<file path="src/rtl/data_mem_arbiter_if.sv">
// -----------------------------------------------------------------------------
// data_mem_arbiter_if
// Bundles the two requester ports (core, loader) and the single data-memory
// port that the arbiter sits between, plus the arbiter status outputs.
//   slave  : arbiter side (takes requests, drives acks/rdata and memory strobes)
//   master : environment side (requesters and memory model)
// Signals:
//   core_req/we/addr/wdata -> arbiter, core_ack/rdata <- arbiter
//   ldr_req/we/addr/wdata  -> arbiter, ldr_ack/rdata  <- arbiter
//   mem_addr/wdata/we/re   <- arbiter, mem_rdata      -> arbiter
//   busy, owner            <- arbiter
// -----------------------------------------------------------------------------
interface data_mem_arbiter_if;
    logic        core_req;
    logic        core_we;
    logic [63:0] core_addr;
    logic [63:0] core_wdata;
    logic        core_ack;
    logic [63:0] core_rdata;

    logic        ldr_req;
    logic        ldr_we;
    logic [63:0] ldr_addr;
    logic [63:0] ldr_wdata;
    logic        ldr_ack;
    logic [63:0] ldr_rdata;

    logic [63:0] mem_addr;
    logic [63:0] mem_wdata;
    logic        mem_we;
    logic        mem_re;
    logic [63:0] mem_rdata;

    logic        busy;
    logic        owner;

    modport slave (
        input  core_req, core_we, core_addr, core_wdata,
        input  ldr_req, ldr_we, ldr_addr, ldr_wdata,
        input  mem_rdata,
        output core_ack, core_rdata, ldr_ack, ldr_rdata,
        output mem_addr, mem_wdata, mem_we, mem_re,
        output busy, owner
    );

    modport master (
        output core_req, core_we, core_addr, core_wdata,
        output ldr_req, ldr_we, ldr_addr, ldr_wdata,
        output mem_rdata,
        input  core_ack, core_rdata, ldr_ack, ldr_rdata,
        input  mem_addr, mem_wdata, mem_we, mem_re,
        input  busy, owner
    );
endinterface

</file>
<file path="src/rtl/data_mem_arbiter.sv">
// -----------------------------------------------------------------------------
// data_mem_arbiter
// Serialises core and loader accesses onto the shared 64-bit data memory.
// Each transaction: one ISSUE cycle with a single strobe, LAT wait cycles for
// reads, then a one-cycle ack to the owning port. All outputs are registered.
//
// Parameters:
//   LAT       memory read latency in cycles (1..8)
//   MAX_WAIT  core grants tolerated while the loader waits (guard build only)
// Ports:
//   clock     rising-edge system clock
//   reset     asynchronous, active-high; abandons any in-flight transaction
//   bus       data_mem_arbiter_if.slave (requester ports, memory port, status)
//
// Build option: DATA_MEM_ARB_STARVE_GUARD_EN compiles in the loader
// starvation counter; otherwise the core has strict priority.
//
// state  | meaning
// IDLE   | arbitrate, latch winner's we/addr/wdata
// ISSUE  | one cycle with mem_we or mem_re high
// WAIT   | count down read latency, capture mem_rdata at zero
// RESP   | one-cycle ack to the owner port
// -----------------------------------------------------------------------------
module data_mem_arbiter #(
    parameter int LAT      = 1,
    parameter int MAX_WAIT = 4
) (
    input  logic              clock,
    input  logic              reset,
    data_mem_arbiter_if.slave bus
);
    typedef enum logic [1:0] {S_IDLE, S_ISSUE, S_WAIT, S_RESP} state_t;

    localparam logic [2:0] LAT_M1 = 3'(LAT - 1);

    state_t      r_state;
    logic        r_we;
    logic [63:0] r_addr;
    logic [63:0] r_wdata;
    logic        r_owner;
    logic [2:0]  r_cnt;
    logic        r_mem_we;
    logic        r_mem_re;
    logic        r_core_ack;
    logic        r_ldr_ack;
    logic [63:0] r_core_rdata;
    logic [63:0] r_ldr_rdata;
    logic        r_busy;

    logic        w_req_any;
    logic        w_grant_ldr;
    logic        w_force_ldr;
    logic        w_sel_we;
    logic [63:0] w_sel_addr;
    logic [63:0] w_sel_wdata;

`ifdef DATA_MEM_ARB_STARVE_GUARD_EN
    localparam logic [3:0] MAX_WAIT_C = 4'(MAX_WAIT);
    logic [3:0] r_starve;

    assign w_force_ldr = (r_starve == MAX_WAIT_C);

    // Only moves on IDLE cycles; saturates so an oversized MAX_WAIT never wraps.
    always_ff @(posedge clock or posedge reset) begin
        if (reset) begin
            r_starve <= 4'd0;
        end else if (r_state == S_IDLE) begin
            if (!bus.ldr_req || w_grant_ldr) begin
                r_starve <= 4'd0;
            end else if (bus.core_req && r_starve != 4'hF) begin
                r_starve <= r_starve + 4'd1;
            end
        end
    end
`else
    localparam int unused_max_wait = MAX_WAIT;
    assign w_force_ldr = 1'b0;
`endif

    assign w_req_any   = bus.core_req | bus.ldr_req;
    assign w_grant_ldr = bus.ldr_req & (~bus.core_req | w_force_ldr);
    assign w_sel_we    = w_grant_ldr ? bus.ldr_we    : bus.core_we;
    assign w_sel_addr  = w_grant_ldr ? bus.ldr_addr  : bus.core_addr;
    assign w_sel_wdata = w_grant_ldr ? bus.ldr_wdata : bus.core_wdata;

    always_ff @(posedge clock or posedge reset) begin
        if (reset) begin
            r_state      <= S_IDLE;
            r_we         <= 1'b0;
            r_addr       <= 64'd0;
            r_wdata      <= 64'd0;
            r_owner      <= 1'b0;
            r_cnt        <= 3'd0;
            r_mem_we     <= 1'b0;
            r_mem_re     <= 1'b0;
            r_core_ack   <= 1'b0;
            r_ldr_ack    <= 1'b0;
            r_core_rdata <= 64'd0;
            r_ldr_rdata  <= 64'd0;
            r_busy       <= 1'b0;
        end else begin
            // Strobes and acks are single-cycle pulses by default.
            r_mem_we   <= 1'b0;
            r_mem_re   <= 1'b0;
            r_core_ack <= 1'b0;
            r_ldr_ack  <= 1'b0;
            case (r_state)
                S_IDLE: begin
                    if (w_req_any) begin
                        r_owner  <= w_grant_ldr;
                        r_we     <= w_sel_we;
                        r_addr   <= w_sel_addr;
                        r_wdata  <= w_sel_wdata;
                        // Strobes registered here so they are high during ISSUE.
                        r_mem_we <= w_sel_we;
                        r_mem_re <= ~w_sel_we;
                        r_busy   <= 1'b1;
                        r_state  <= S_ISSUE;
                    end
                end
                S_ISSUE: begin
                    if (r_we) begin
                        r_core_ack <= ~r_owner;
                        r_ldr_ack  <= r_owner;
                        r_state    <= S_RESP;
                    end else begin
                        r_cnt   <= LAT_M1;
                        r_state <= S_WAIT;
                    end
                end
                S_WAIT: begin
                    if (r_cnt == 3'd0) begin
                        if (r_owner) begin
                            r_ldr_rdata <= bus.mem_rdata;
                        end else begin
                            r_core_rdata <= bus.mem_rdata;
                        end
                        r_core_ack <= ~r_owner;
                        r_ldr_ack  <= r_owner;
                        r_state    <= S_RESP;
                    end else begin
                        r_cnt <= r_cnt - 3'd1;
                    end
                end
                S_RESP: begin
                    r_busy  <= 1'b0;
                    r_state <= S_IDLE;
                end
                default: r_state <= S_IDLE;
            endcase
        end
    end

    assign bus.mem_addr   = r_addr;
    assign bus.mem_wdata  = r_wdata;
    assign bus.mem_we     = r_mem_we;
    assign bus.mem_re     = r_mem_re;
    assign bus.core_ack   = r_core_ack;
    assign bus.core_rdata = r_core_rdata;
    assign bus.ldr_ack    = r_ldr_ack;
    assign bus.ldr_rdata  = r_ldr_rdata;
    assign bus.busy       = r_busy;
    assign bus.owner      = r_owner;
endmodule

</file>
<file path="src/flat_wrapper.sv">
// flat-port wrapper written by rule: the top's interface ports become plain ports
module data_mem_arbiter_flat 
#(
    parameter int LAT      = 1,
    parameter int MAX_WAIT = 4
)
  (clock, reset, bus_core_req, bus_core_we, bus_core_addr, bus_core_wdata, bus_ldr_req, bus_ldr_we, bus_ldr_addr, bus_ldr_wdata, bus_mem_rdata, bus_core_ack, bus_core_rdata, bus_ldr_ack, bus_ldr_rdata, bus_mem_addr, bus_mem_wdata, bus_mem_we, bus_mem_re, bus_busy, bus_owner);
  data_mem_arbiter_if bus_i ();
  input  logic clock;
  input  logic reset;
  input wire logic [$bits(bus_i.core_req)-1:0] bus_core_req;
  input wire logic [$bits(bus_i.core_we)-1:0] bus_core_we;
  input wire logic [$bits(bus_i.core_addr)-1:0] bus_core_addr;
  input wire logic [$bits(bus_i.core_wdata)-1:0] bus_core_wdata;
  input wire logic [$bits(bus_i.ldr_req)-1:0] bus_ldr_req;
  input wire logic [$bits(bus_i.ldr_we)-1:0] bus_ldr_we;
  input wire logic [$bits(bus_i.ldr_addr)-1:0] bus_ldr_addr;
  input wire logic [$bits(bus_i.ldr_wdata)-1:0] bus_ldr_wdata;
  input wire logic [$bits(bus_i.mem_rdata)-1:0] bus_mem_rdata;
  output wire logic [$bits(bus_i.core_ack)-1:0] bus_core_ack;
  output wire logic [$bits(bus_i.core_rdata)-1:0] bus_core_rdata;
  output wire logic [$bits(bus_i.ldr_ack)-1:0] bus_ldr_ack;
  output wire logic [$bits(bus_i.ldr_rdata)-1:0] bus_ldr_rdata;
  output wire logic [$bits(bus_i.mem_addr)-1:0] bus_mem_addr;
  output wire logic [$bits(bus_i.mem_wdata)-1:0] bus_mem_wdata;
  output wire logic [$bits(bus_i.mem_we)-1:0] bus_mem_we;
  output wire logic [$bits(bus_i.mem_re)-1:0] bus_mem_re;
  output wire logic [$bits(bus_i.busy)-1:0] bus_busy;
  output wire logic [$bits(bus_i.owner)-1:0] bus_owner;
  assign bus_i.core_req = bus_core_req;
  assign bus_i.core_we = bus_core_we;
  assign bus_i.core_addr = bus_core_addr;
  assign bus_i.core_wdata = bus_core_wdata;
  assign bus_i.ldr_req = bus_ldr_req;
  assign bus_i.ldr_we = bus_ldr_we;
  assign bus_i.ldr_addr = bus_ldr_addr;
  assign bus_i.ldr_wdata = bus_ldr_wdata;
  assign bus_i.mem_rdata = bus_mem_rdata;
  assign bus_core_ack = bus_i.core_ack;
  assign bus_core_rdata = bus_i.core_rdata;
  assign bus_ldr_ack = bus_i.ldr_ack;
  assign bus_ldr_rdata = bus_i.ldr_rdata;
  assign bus_mem_addr = bus_i.mem_addr;
  assign bus_mem_wdata = bus_i.mem_wdata;
  assign bus_mem_we = bus_i.mem_we;
  assign bus_mem_re = bus_i.mem_re;
  assign bus_busy = bus_i.busy;
  assign bus_owner = bus_i.owner;
  data_mem_arbiter #(.LAT(LAT), .MAX_WAIT(MAX_WAIT)) u_core (.clock(clock), .reset(reset), .bus(bus_i));
endmodule
</file>
<file path="config.mk">
export PLATFORM = sky130hd
export DESIGN_NAME = data_mem_arbiter_flat
export DESIGN_NICKNAME = d
export VERILOG_FILES = /design/src/rtl/data_mem_arbiter_if.sv /design/src/rtl/data_mem_arbiter.sv /design/src/flat_wrapper.sv
export SDC_FILE = /design/constraint.sdc
export NUM_CORES = 1
export LEC_CHECK = 0
export CAP_MARGIN = 10
export CORE_AREA = 2 2 228 230
export DETAILED_ROUTE_END_ITERATION = 10
export DIE_AREA = 0 0 230 232
export DONT_BUFFER_PORTS = 1
export SYNTH_ARGS = -nofsm -noshare
export SYNTH_HDL_FRONTEND = slang
export SYNTH_SLANG_ARGS = --single-unit
</file>
<file path="constraint.sdc">
create_clock -name clock -period 21.1 [get_ports clock]
set_input_delay 4.22 -clock clock [delete_from_list [all_inputs] [get_ports clock]]
set_output_delay 4.22 -clock clock [all_outputs]
set_load 0.05 [all_outputs]
</file>
# Word-level counts from Yosys, hierarchy flattened
# Cells that the tools add are included.
# classes
n_addsub	1
mul	0
n_div	0
order_cmp	0
eq_ne	7
shift	0
n_mux	22
n_bitwise	5
n_reduce_logical	10
# op_table
operator	count
$mux 64	2
$mux 1	11
$reduce_and 3->1	3
$pmux 2 s4	1
$mux 3	2
$pmux 1 s2	3
$pmux 3 s2	1
$reduce_and 2->1	3
$eq 2x2->1 const B	2
$mux 2	2
$ne 2x1->1 const B	2
$ne 2x2->1 const B	2
$reduce_bool 2->1	2
$logic_not 3->1	1
$not 1->1	3
$sub 3x1->3 const B	1
$eq 2x1->1 const B	1
$logic_not 2->1	1
$and 1x1->1	1
$or 1x1->1	1
# totals
register_bits	268
latchBits	0
ramBits	0
mem_bits_ro	0
input_bits	326
out_inout_bits	262
word_cells	58
n_memories	0

# Longest topological paths before layout
# Gate-level depths: netlist of run 1.
# logic_depth
ltp_word	6
depth_mapped	8
ltp_nobuf	5

# Worst setup path before layout of run 1
# Ideal clock, no wire load.
# synth_timing
path_type	input-to-reg
startpoint	input port bus_core_req
endpoint	register u_core.r_wdata[20], in the netlist u_core.bus.mem_wdata[20]
setup_ps	83
t_arrival_ps	5034
required_time_ps	21017
path_slack_ps	15984
cell_stages	6
n_path_buf	3
path_cell_list	o21ai_2 > buf_4 > buf_2 > buf_2 > nand2_1 > o21ai_0
# synth_via
elab_chain_len	3
elab_cells_between_ends	5
classes_between	mux (1); bitwise (3); reduce/logical (1)
# synth_lines
element	line	text
start: declaration	flat_wrapper.sv:11	input wire logic [$bits(bus_i.core_req)-1:0] bus_core_req;
$not 1->1	data_mem_arbiter.sv:81	assign w_grant_ldr = bus.ldr_req & (~bus.core_req | w_force_ldr);
$and 1x1->1	data_mem_arbiter.sv:81	
$mux 64	data_mem_arbiter.sv:84	assign w_sel_wdata = w_grant_ldr ? bus.ldr_wdata : bus.core_wdata;
end signal: assignment	data_mem_arbiter.sv:113	r_wdata <= w_sel_wdata;
end: declaration	data_mem_arbiter.sv:39	logic [63:0] r_wdata;
# Parallel ways exist; a longest one is shown, timed or not.
# A chain may end at the register's enable or synchronous reset.

# Final worst setup path of run 1
# layout_timing
startpoint	input port bus_core_req
endpoint	register u_core.r_wdata[44], in the netlist u_core.bus.mem_wdata[44]
# Same word-level chain as after synthesis.

==> results of run 1 <==
[sequential cells by signal, summed over array words and instances (netlist names)]
signal                 cells
u_core.bus.mem_we          1
u_core.r_we                1
u_core.bus.ldr_ack         1
u_core.r_cnt               3
u_core.bus.mem_re          1
u_core.bus.mem_addr       64
u_core.r_state             2
u_core.bus.owner           1
u_core.bus.busy            1
u_core.bus.ldr_rdata      64
u_core.bus.core_ack        1
u_core.bus.core_rdata     64
u_core.bus.mem_wdata      64
[routing by layer]
metal	share of wire, %	vias to the layer above	GRT usage (%)
li1	-	3057	-
met2	51	378	19.7
met3	11	43	3.92
met4	2.7	2	3.77
met1	36	3194	11.6
met5	0.052	-	0
[cell usage after synthesis, types with 3 or more instances]
| cell | count | area [um^2] |
|---|---|---|
| nor2_1 | 5 | 18.8 |
| ha_1 | 7 | 87.6 |
| buf_12 | 8 | 160 |
| o21ai_0 | 92 | 460 |
| mux2_4 | 60 | 901 |
| mux2_1 | 60 | 676 |
| a21oi_1 | 5 | 25.0 |
| buf_4 | 3 | 22.5 |
| mux2_2 | 9 | 101 |
| inv_1 | 6 | 22.5 |
| o21ai_1 | 38 | 190 |
| dfrtp_1 | 268 | 6710 |
| mux2i_1 | 131 | 1310 |
| buf_2 | 21 | 105 |
| nand2b_1 | 3 | 18.8 |
| nand2_1 | 130 | 488 |
| clkbuf_1 | 12 | 45.0 |
| buf_8 | 11 | 165 |
[final timing paths]
check | cells past startpoint | to | slack (ns) | from
setup / recovery | 5 | u_core.bus.mem_wdata[44]$_DFFE_PP0P_ | 14.80 | bus_core_req
max in group asynchronous | 3 | u_core.bus.mem_addr[29]$_DFFE_PP0P_ | 15.53 | reset
min in group asynchronous | 1 | u_core.bus.ldr_rdata[56]$_DFFE_PP0P_ | 3.63 | reset
hold / removal | 2 | u_core.r_cnt[0]$_DFFE_PP0P_ | 0.55 | u_core.r_cnt[0]$_DFFE_PP0P_
setup reg to reg | 7 | u_core.bus.mem_wdata[44]$_DFFE_PP0P_ | 17.65 | u_core.r_state[0]$_DFFE_PP0P_
hold reg to reg | 2 | u_core.r_cnt[0]$_DFFE_PP0P_ | 0.55 | u_core.r_cnt[0]$_DFFE_PP0P_
[through the flow]
step                      cell area, um^2  std cells  setup slack (ns)  util (%)
after floorplan                     11700        887              9.50         -
after global placement              12100       1519             14.22      23.8
after detailed placement            12100       1519             14.16      23.8
after CTS                           13100       1572             14.79      25.8
after global routing                13100       1577             14.50      25.8
final                               13100       1577             14.80      25.8
[cell type report]
class | instances | area [um^2]
multi-input cells | 557 | 4450
flip-flops and latches | 268 | 6710
clock buffers | 42 | 877
clock inverters | 11 | 149
well taps | 680 | 851
fillers | 5254 | 37800
inverters | 6 | 30.0
diodes | 5 | 12.5
repair buffers | 8 | 60.1
[worst reg2reg max path, delay by kind of cell, from the launching register on]
family	cells	cell delay (ns)
buffers and inverters	4	2.14
flip-flops	1	0.43
adder cells (fa/ha/maj)	1	0.31
AO/OA/AOI/OAI	2	0.41
[cells by family (layout without fill, tap and decap cells)]
family / count (synthesis) / after routing / share of synthesized area, %
flops: 268 / 268 / 57.5
mux: 260 / 260 / 25.6
simple gates: 148 / 148 / 5.32
compound gates: 142 / 142 / 6.28
buf+inv: 62 / 67 / 4.56
fa+ha+maj: 7 / 7 / 0.751
other cells: 0 / 5 / 0
[cells in the final DEF, fill, tap and decap left out, types with 2 or more instances in the layout]
cell type   count
nand2b_1        2
inv_8           2
diode_2         5
dfrtp_1       268
mux2_1         60
nor2_1          5
clkbuf_8        6
clkinv_2        3
clkinv_4        2
a21boi_0        2
mux2_2          9
buf_4           8
nand2_1       130
o21ai_0        92
mux2_4         60
clkbuf_16      31
clkinvlp_4      2
bufinv_16       3
mux2i_1       131
a21oi_1         5
inv_1           5
clkbuf_1        5
ha_1            7
o21ai_1        38
==> run summary, run 1 <==
Startpoint Class: primary input
Fin nets: 1204
Hold Violations, Final: 0
Layout cells sized above 1: 14.8%
Worst Tran Pin Value: 1.24 ns
Die X: 230 um
Sequential element share of the synthesized area: 57.5%
Number of synthesized flops with an enable pin: 0
Drt drc: 0
Synth Warn #: 0
Fin. max-slew vios: 0
Area Growth Syn to Fin: 12.5%
Crit path max fanout: 108
Maxcap violations: 0
FP Rows: 83
Pin count of the biggest net entering global routing: 109
RD Place Congestion: 0.854
Total number of vias: 6674
Synth Register Bits: 268
Fmax: 159 MHz
Setup_tns: 0 ns
Number of H-tree levels: 1
Syn nets: 1220
First-pass GRT wire length: 44300 um
CP delay by family, top: buffers and inverters
Die area: 53400 um^2
Final worst-path cycle share: 29.9%
Primary FF master, synth: dfrtp_1
Slew margin rel.: 17.2%
Vias in the first global route: 6900
Synth cell types: 35
Root Buffer: clkbuf_16
Status: complete, no violations
Routed vias/inst: 4.23
Final min period: 6.30 ns
Final hold slack: 0.546 ns
RSZ-0062 raised after global routing: false
Most frequent CP cell: buf_4
Critical path class: primary input to flip-flop
Synth Cell Area: 11700 um^2
Clock transition at path regs: 0.06 ns
DP HPWL: 23300 um
Async S/R FF share, synth: 100%
Cell Chain, Critical Path: o21ai_4, buf_4, buf_4, buf_4, o21ai_0
Worst hold path type: flip-flop to flip-flop
CP Capture Type: flip-flop
Final WL: 30800 um
Worst EP arrival: 6.69 ns
Critical-path top delay cell: buf_4
Layout Skew: 0.0188 ns
Die Span Y: 232 um
Final setup fails: 0
Post_cts resized: 0
Total CTS buffers: 30
First-iteration detailed-routing DRC count: 286
# IOs: 588
Routed len/inst: 19.6 um
IO buf count: 0
Hold_buf cts: 0
Max Root-Sink Buffers: 3
Gate Count Post-Synth: 887
GRT overflow: 0
ANT nets after route: 0
Post-CTS Setup Bufs: 0
Critical path buffer and inverter count: 3
Core area: 50900 um^2
CTS Sinks: 268
Starting Density: 22.9%
Drt pass-1 iters: 4
Worst-skew pair later-pin latency: 0.55 ns
Initial antenna violation count: 6
TritonCTS clock tree: done
Worst EP required: 21.48 ns
Syn Area/Cell: 13.2 um^2
Largest stage delay, worst path: 0.82 ns
Total Routing Usage GR: 10.9%
Power of run 1 is left out: the tool's default activity adds up to more than one toggle a clock period on the data nets, which glitch-free logic cannot reach.
==> inputs of run 2 (changes only) <==
--- a/config.mk
+++ b/config.mk
@@ -6,9 +6,9 @@
 export NUM_CORES = 1
 export LEC_CHECK = 0
 export CAP_MARGIN = 10
-export CORE_AREA = 2 2 228 230
+export CORE_AREA = 2 2 226 228
 export DETAILED_ROUTE_END_ITERATION = 10
-export DIE_AREA = 0 0 230 232
+export DIE_AREA = 0 0 228 230
 export DONT_BUFFER_PORTS = 1
 export SYNTH_ARGS = -nofsm -noshare
 export SYNTH_HDL_FRONTEND = slang
==> constraint.sdc (replaced) <==
create_clock -name clock -period 5.3 [get_ports clock]
set_input_delay 1.06 -clock clock [delete_from_list [all_inputs] [get_ports clock]]
set_output_delay 1.06 -clock clock [all_outputs]
set_load 0.05 [all_outputs]
==> run 2 against run 1 <==
Effect of this change:
- design area shrank 0.30%
- non-clock buffer count grew 5
- global-route usage is 0.50 points higher
- worst hold slack better by 0.0020 ns
- final cell count fell by 0.32%
- register-to-register slack got worse by 15 ns
==> run summary, run 2 (synthesis gave the netlist of run 1 again) <==
Starting Density: 23.4%
Worst-skew pair later-pin latency: 0.55 ns
Worst hold path type: primary input to asynchronous set/reset pin
Final min period: 2.73 ns
Final WL: 31300 um
Crit Reg-Reg Endpoint: u_core.bus.core_rdata[61]$_DFFE_PP0P_
Total number of vias: 6761
Hold_buf cts: 0
Largest stage delay, worst path: 0.77 ns
Commonest non-fill, non-tap cells in the layout: 268 x dfrtp_1, 131 x mux2i_1, 130 x nand2_1
Worst Tran Pin Value: 1.02 ns
Seq. cell area: 6710 um^2
Setup_tns: 0 ns
Maxcap violations: 0
# IOs: 588
GRT overflow: 0
CP Capture Type: flip-flop
Die X: 228 um
Crit path max fanout: 45
Critical-path top delay cell: and3_4
Layout Skew: 0.0178 ns
Max Root-Sink Buffers: 3
First-iteration detailed-routing DRC count: 290
TritonCTS clock tree: done
Vias in the first global route: 7225
Worst EP arrival: 3.16 ns
Startpoint Class: flip-flop
Root Buffer: clkbuf_16
Post-CTS Setup Bufs: 0
Fin nets: 1208
Die area: 52400 um^2
Cell Chain, Critical Path: inv_1, ha_1, nor2b_4, and3_4, buf_4, mux2_2
Routed vias/inst: 4.30
R2R Setup Slk: 2.57 ns
Clock transition at path regs: 0.06 ns
Drt drc: 0
Die Span Y: 230 um
Layout cells sized above 1: 15.3%
Fmax: 367 MHz
Post_cts resized: 0
Hold Violations, Final: 0
Slew margin rel.: 31.9%
CTS Sinks: 268
Total CTS buffers: 29
Critical path class: flip-flop to flip-flop
FP Rows: 82
DP HPWL: 23500 um
Initial antenna violation count: 4
RSZ-0062 raised after global routing: false
Number of H-tree levels: 1
Fill cell count: 5243
Routed len/inst: 19.9 um
Total Routing Usage GR: 11.4%
Commonest non-fill, non-tap cell in the layout: dfrtp_1
Fin. max-slew vios: 0
Final setup fails: 0
Reg-to-Reg Start: u_core.r_cnt[0]$_DFFE_PP0P_
RD Place Congestion: 0.962
ANT nets after route: 0
Core area: 49900 um^2
Area of the multi-input gates: 4450 um^2
Worst setup path startpoint: u_core.r_cnt[0]$_DFFE_PP0P_
Area Growth Syn to Fin: 12.2%
IO buf count: 0
First-pass GRT wire length: 46400 um
Final core utilization: 26.3%
R2r worst-path depth: 6
Drt pass-1 iters: 5
Worst EP required: 5.73 ns
Pin count of the biggest net entering global routing: 140
Status: complete, no violations
Final worst-path cycle share: 51.4%
-- run 2: changes by cell type in the layout (fill, tap and decap cells not counted), sizes merged --
| cell | change |
|---|---|
| clkinvlp | +2 |
| clkinv | +3 |
| buf | +5 |
| bufinv | -3 |
| diode | -1 |
| clkbuf | -2 |
| inv | -1 |
-- run 2: critical path, delay by kind of cell, from the launching register on --
kind	cells	cell delay, ns
muxes	1	0.38
adders and majority gates	1	0.23
DFF	1	0.36
and+or+nand+nor	2	0.97
buffers and inverters	2	0.60
-- run 2: how the worst max path moves through the flow --
stage,to,slack (ns),depth (start not counted)
after CTS,u_core.bus.core_rdata[61]$_DFFE_PP0P_,2.55,6
after global placement,u_core.bus.mem_wdata[47]$_DFFE_PP0P_,2.48,4
after floorplan,u_core.bus.busy$_DFFE_PP0P_,0.70,1
after detailed placement,u_core.bus.mem_wdata[47]$_DFFE_PP0P_,2.42,4
after global routing,u_core.bus.core_rdata[61]$_DFFE_PP0P_,2.43,6
final,u_core.bus.core_rdata[61]$_DFFE_PP0P_,2.57,6
-- run 2: per-stage QoR --
| step | hold WS (ns) | instances | worst slack [ns] | instance area (um^2) |
|---|---|---|---|---|
| global route | 0.572 | 1572 | 2.43 | 13100 |
| CTS | 0.559 | 1568 | 2.55 | 13100 |
| detailed placement | 0.550 | 1516 | 2.42 | 12200 |
| finish | 0.548 | 1572 | 2.57 | 13100 |
| global placement | 0.533 | 1516 | 2.48 | 12200 |
| floorplan | 0.518 | 887 | 0.701 | 11700 |
-- run 2: routing by layer --
layer | global-route usage, % | vias up | wire length (um)
met2 | 19.7 | 389 | 15600
met1 | 12.2 | 3259 | 11200
met5 | 0 | - | 0
met3 | 3.72 | 57 | 2970
li1 | - | 3056 | -
met4 | 6.37 | 0 | 1480
-- run 2: final cells by class --
type,instances,area share [%]
clock inverters,12,0.593
multi-input cells,557,34.0
diodes,4,0.0765
well taps,672,6.42
inverters,6,0.201
flip-flops and latches,268,51.2
clock buffers,40,6.39
repair buffers,13,1.13
Power of run 2 is left out for the same reason.
